## config.mk

```make
export PLATFORM = sky130hd
export DESIGN_NAME = bin2bcd_seq
export DESIGN_NICKNAME = d
export VERILOG_FILES = /design/src/rtl/bin2bcd_seq_pkg.sv /design/src/rtl/bin2bcd_seq_adj3.sv /design/src/rtl/bin2bcd_seq.sv
export SDC_FILE = /design/constraint.sdc
export NUM_CORES = 1
export LEC_CHECK = 0
export ABC_AREA = 1
export BUFFER_PORTS_ARGS = -buffer_cell sky130_fd_sc_hd__buf_4
export CORE_UTILIZATION = 56
export DETAILED_ROUTE_END_ITERATION = 8
export PLACE_DENSITY = 0.78
export SKIP_CTS_REPAIR_TIMING = 1
export SLEW_MARGIN = 30
export SYNTH_ARGS = -nofsm -noshare
export SYNTH_HDL_FRONTEND = slang
export SYNTH_SLANG_ARGS = --single-unit
```

## constraint.sdc

```tcl
create_clock -name clk -period 1.45 [get_ports clk]
set_clock_uncertainty 0.1 [all_clocks]
set_input_delay 0.0725 -clock clk [delete_from_list [all_inputs] [get_ports clk]]
set_output_delay 0.0725 -clock clk [all_outputs]
set_load 0.005 [all_outputs]
```

## src/rtl/bin2bcd_seq_pkg.sv

```systemverilog
// bin2bcd_seq shared definitions.
// FSM encoding and double-dabble digit constants.
package bin2bcd_seq_pkg;

    typedef enum logic {
        IDLE  = 1'b0,
        SHIFT = 1'b1
    } state_t;

    localparam logic [3:0] ADD3_THRESH = 4'd5;
    localparam logic [3:0] ADD3_OFFSET = 4'd3;

endpackage

```

## src/rtl/bin2bcd_seq_adj3.sv

```systemverilog
// bcd_adj3: one BCD digit correction cell.
// Adds 3 when the digit would overflow past 9 after doubling.
module bcd_adj3
    import bin2bcd_seq_pkg::*;
(
    input  logic [3:0] din,
    output logic [3:0] dout
);

    // Pre-shift correction, 4-bit wrap, no carry out.
    always_comb begin
        dout = din;
        if (din >= ADD3_THRESH)
            dout = din + ADD3_OFFSET;
    end

endmodule

```

## src/rtl/bin2bcd_seq.sv

```systemverilog
// bin2bcd_seq: serial double-dabble converter.
// One bit per clock, result and done pulse on the final shift.
module bin2bcd_seq
    import bin2bcd_seq_pkg::*;
#(
    parameter int WIDTH  = 8,
    parameter int DIGITS = 3
) (
    input  logic                  clk,
    input  logic                  rst,
    input  logic                  start,
    input  logic [WIDTH-1:0]      bin,
    output logic                  busy,
    output logic                  done,
    output logic [4*DIGITS-1:0]   bcd
);

    localparam int CW = $clog2(WIDTH + 1);
    localparam int SW = 4 * DIGITS;

    state_t              state;
    state_t              state_n;
    logic [WIDTH-1:0]    shreg;
    logic [SW-1:0]       scratch;
    logic [SW-1:0]       adj;
    logic [CW-1:0]       cnt;
    logic [SW+WIDTH-1:0] shifted;
    logic                load;
    logic                step;
    logic                last;

    genvar g;
    generate
        for (g = 0; g < DIGITS; g++) begin : g_dig
            bcd_adj3 u_adj (
                .din  (scratch[4*g +: 4]),
                .dout (adj[4*g +: 4])
            );
        end
    endgenerate

    assign shifted = {adj, shreg} << 1;
    assign busy    = (state == SHIFT);

    // Next state and datapath controls.
    always_comb begin
        state_n = state;
        load    = 1'b0;
        step    = 1'b0;
        last    = 1'b0;
        unique case (state)
            IDLE: begin
                if (start) begin
                    load    = 1'b1;
                    state_n = SHIFT;
                end
            end
            SHIFT: begin
                step = 1'b1;
                if (cnt == CW'(1)) begin
                    last    = 1'b1;
                    state_n = IDLE;
                end
            end
            default: state_n = IDLE;
        endcase
    end

    // State, shift/scratch datapath and result register.
    always_ff @(posedge clk) begin
        if (rst) begin
            state   <= IDLE;
            shreg   <= '0;
            scratch <= '0;
            cnt     <= '0;
            done    <= 1'b0;
            bcd     <= '0;
        end else begin
            state <= state_n;
            done  <= last;
            if (load) begin
                shreg   <= bin;
                scratch <= '0;
                cnt     <= CW'(WIDTH);
            end else if (step) begin
                scratch <= shifted[SW+WIDTH-1:WIDTH];
                shreg   <= shifted[WIDTH-1:0];
                cnt     <= cnt - CW'(1);
            end
            if (last)
                bcd <= shifted[SW+WIDTH-1:WIDTH];
        end
    end

endmodule
```

# Word-level counts from Yosys, hierarchy flattened
# Cells that the tools add are included.
# word_totals
ram_bits	0
ff_bits	38
word_cells	32
mem_count	0
latch_bits	0
output_inout_bits	14
rom_bits	0
# op_classes
add_sub_neg	4
bitwise_logic	1
mux	14
shift	0
div_mod_pow	0
order_cmp	3
reduce_logical	2
eq_ne	1
multipliers	0
# ops
op	n
4-bit 2-to-1 mux	4
8-bit 2-to-1 mux	2
4-bit by 3-bit greater-or-equal comparator with 1-bit output (second input constant)	3
4-bit by 2-bit adder with 4-bit output (second input constant)	2
1-bit 2-to-1 mux	6
4-bit by 1-bit == test with 1-bit output (second input constant)	1
4-bit by 1-bit subtractor with 4-bit output (second input constant)	1
3-bit by 2-bit adder with 3-bit output (second input constant)	1
3-bit 2-to-1 mux	1
1-bit one-hot mux with 2 select lines	1
2-bit nonzero test	1
2-bit OR reduction	1
1-bit inverter	1

# Logic depth before layout (Yosys ltp)
# logic_depth
ltp_word	3
ltp_mapped	9
mapped_depth_nobuf	9

# Hierarchy
# From an unflattened synthesis, not the netlist that was laid out.
# unflattened
cells_unflattened	274
area_unflattened_um2	2052.0
# by_module_without_submodules
module	instances	cells_per_inst	area_per_inst_um2
bin2bcd_seq	1	205	1646.6
bcd_adj3	3	23	135.1

# Least setup slack after synthesis
# OpenSTA, ideal clock, no wires.
# synth_path
kind	register -> register
startpoint	register scratch[4]
endpoint	register scratch[5]
arrival_time_ns	1.036
path_buffers	0
required_time_ns	1.241
setup_time_ns	0.109
stages_incl_launch_ff	10
synth_period_minus_slack_ns	1.245
path_slack_ns	0.205
path_cell_list	dfxtp_1 inv_1 ha_1 inv_1 nand2_1 nand3_1 nand2_1 nand3_1 nand2_1 inv_1
# synth_between
elab_chain_len	2
word_cells_on_any_way	3
# synth_lines
element	line_no	rtl
from (decl)	bin2bcd_seq.sv:24	logic [SW-1:0] scratch;
from (signal assigned)	bin2bcd_seq.sv:86	scratch <= shifted[SW+WIDTH-1:WIDTH];
4-bit by 2-bit adder with 4-bit output or 4-bit by 3-bit greater-or-equal comparator with 1-bit output (tied branches)	bin2bcd_seq_adj3.sv:14, bin2bcd_seq_adj3.sv:13	
4-bit 2-to-1 mux (*)	bin2bcd_seq_adj3.sv:13	if (din >= ADD3_THRESH)
# Mark *: on every way between the ends. The rest lies on a longest branch, timed or not.
# A chain may end at the register's enable or synchronous reset.

# Worst setup path after layout
# layout_path
startpoint	register scratch[5]
endpoint	register scratch[8]
# The elaborated chain is that of the path after synthesis.

==> flow_metrics.tcl <==
set metrics [dict create \
    yosysSeqAreaShare 0.3997 \
    min_period_ns 1.401 \
    first_global_vias 1487 \
    yosysTopAreaCellShare 0.3997 \
    final.period_utilization 0.9665 \
    vias 1760 \
    fmaxAchievable_mhz 713.6 \
    antenna_cells 0 \
    synth_area_leaders "dfxtp_1 (40%), nand2_1 (18%), nand3_1 (8.7%)" \
    tightest_slew_ns 0.3465 \
    insertion_delay_ns 0.35 \
    status "finished clean" \
    drv_slew 0 \
    synth.most_common_cell "nand2_1" \
    drive_above_1_share 0.2168 \
    syn_area_sq_um 1903 \
    fill_cells 254 \
    dp_hpwl_microns 2683 \
    cts_buffers 5 \
    htree_levels 2 \
    start_util 0.6084 \
    relSlewSlack 0.7687 \
    finalHoldViolCount 0 \
    setup_viol 0 \
    die_h_microns 60.30 \
    num_rows 20 \
    ys_types 23 \
    cts_tree "built" \
    die_area_sq_um 3635 \
    syn2layout_area_growth_pct 22.55 \
    min_path_type "input port to register" \
    antenna_found_initial 0 \
    leakagePower_nw 1.208 \
    route.detailed.drc 0 \
    multi_input_area_sq_um 933.4 \
    die_w_microns 60.30 \
    end_kind "register" \
    grt.overflow.total 0 \
    vias_per_cell 4.986 \
    fp.coreArea_sq_um 3128 \
    drtPass1Iterations 4 \
    synth-edff-count 0 \
    io_buffers 24 \
    synth_flop_cell "dfxtp_1" \
    power_density_nw_per_um2 930.7 \
    nets 327 \
    grt_usage 0.2324 \
    cts_sinks 38 \
    synth_largest_area_cell "dfxtp_1" \
    cts_root_buffer "clkbuf_4" \
    avgRoutedWirePerCell_microns 11.76 \
    path_class "register to register" \
    drt_iter0_drc 80 \
    synth_top_cells_by_count "nand2_1 (91), dfxtp_1 (38), inv_1 (38), nand3_1 (33), nor2_1 (10)" \
    maxCapViolations 0 \
    syn_inst 269 \
    async_reset_ff_frac 0 \
    ant_nets 0 \
    syn-num-nets 288 \
    gp_congestion 0.8255 \
    cp_max_fo 6 \
    placed_cells 333 \
    regArea_sq_um 768.2 \
    stdcell_count 353 \
    synth_area_per_cell_sq_um 7.075 \
    cts.path.max_buffers 2 \
    grt_pass1_wl_microns 6216 \
    cts.clk_slew.worst_paths_ns 0.11 \
    report.power.total_mw 2.171 \
    critPathRequiredTime_ns 1.61 \
    grt_max_degree 17 \
    irDropWorstVdd_mv 0.6463 \
    start_kind "register" \
    setup_tns_ns 0 \
    crit_arrival_ns 1.56 \
    synth-seq-cells 38 \
    hold_ws_ns 0.3658 \
    totalWireLength_microns 4150 \
    ys_warn_count 0 \
    ioPinCount 25 \
]
==> routing by layer <==
| layer | GRT usage | routed length, microns |
|---|---|---|
| met2 | 0.3987 | 2020 |
| met3 | 0.04329 | 176 |
| met4 | 0.1030 | 89 |
| met5 | 0 | 0 |
| met1 | 0.2789 | 1865 |
==> stage by stage <==
stage	setup WS (ns)	instance area, sq um	util
5_1_grt	-0.03825	2332	0.7456
3_5_place_dp	0.07297	2110	0.6744
3_3_place_gp	0.06468	2110	0.6744
6_report	0.04858	2332	0.7456
4_1_cts	0.02513	2187	0.6992
2_1_floorplan	0.2053	1903	-
==> cell families (layout without fill, tap and decap cells) <==
kind of cell / Yosys count / count (layout) / share of synthesized area
flops: 38 / 38 / 0.3997
fa+ha+maj: 8 / 8 / 0.05260
compound gates: 25 / 25 / 0.08219
buf+inv: 49 / 89 / 0.1151
simple gates: 149 / 149 / 0.3504
==> registers in the layout (all words and copies together) (netlist names) <==
name,cells
bcd,12
busy,1
done,1
shreg,8
cnt,4
scratch,12
==> critical path, stage by stage, from the launching register on <==
cell,delay [ns]
dfxtp_1,0.34
inv_1,0.12
ha_1,0.20
inv_1,0.07
nand2_2,0.11
nand2_1,0.07
nand3_1,0.11
nand3_1,0.08
nand2_1,0.08
inv_1,0.04
==> final timing paths <==
kind / to / from / cells after the start / slack, ns
hold reg to reg: bcd[0] / shreg[7] / 2 / 0.38
setup reg to reg: scratch[8] / scratch[5] / 9 / 0.05
setup / recovery: scratch[8] / scratch[5] / 9 / 0.05
hold / removal: shreg[0] / rst / 3 / 0.37
==> power breakdown <==
part           switching, mW  internal [mW]  total, mW
registers             0.0399           1.09       1.13
logic                  0.197          0.141      0.338
clock network          0.347          0.357      0.704
==> layout by cell type, fill, tap and decap left out, types with 2 or more instances in the layout <==
cell	instances
a21oi_1	8
nor3_1	2
dfxtp_1	34
clkinv_2	2
nor2_1	10
inv_2	5
clkbuf_4	5
nor2_4	2
o21ai_0	8
nand2_1	88
nand2_2	3
ha_1	7
dlygate4sd3_1	10
a21oi_2	7
nand3_1	33
dfxtp_2	3
buf_4	30
nand4_1	6
nand2_4	2
inv_1	34
==> area by class of cell <==
cell class / count / area share
multi-input combinational: 182 / 0.4002
sequential: 38 / 0.3294
timing repair buffer: 41 / 0.1481
inverter: 40 / 0.06545
tap: 44 / 0.02361
clock inverter: 3 / 0.01717
clock buffer: 5 / 0.01609
Power figures use the tool's default switching activity.
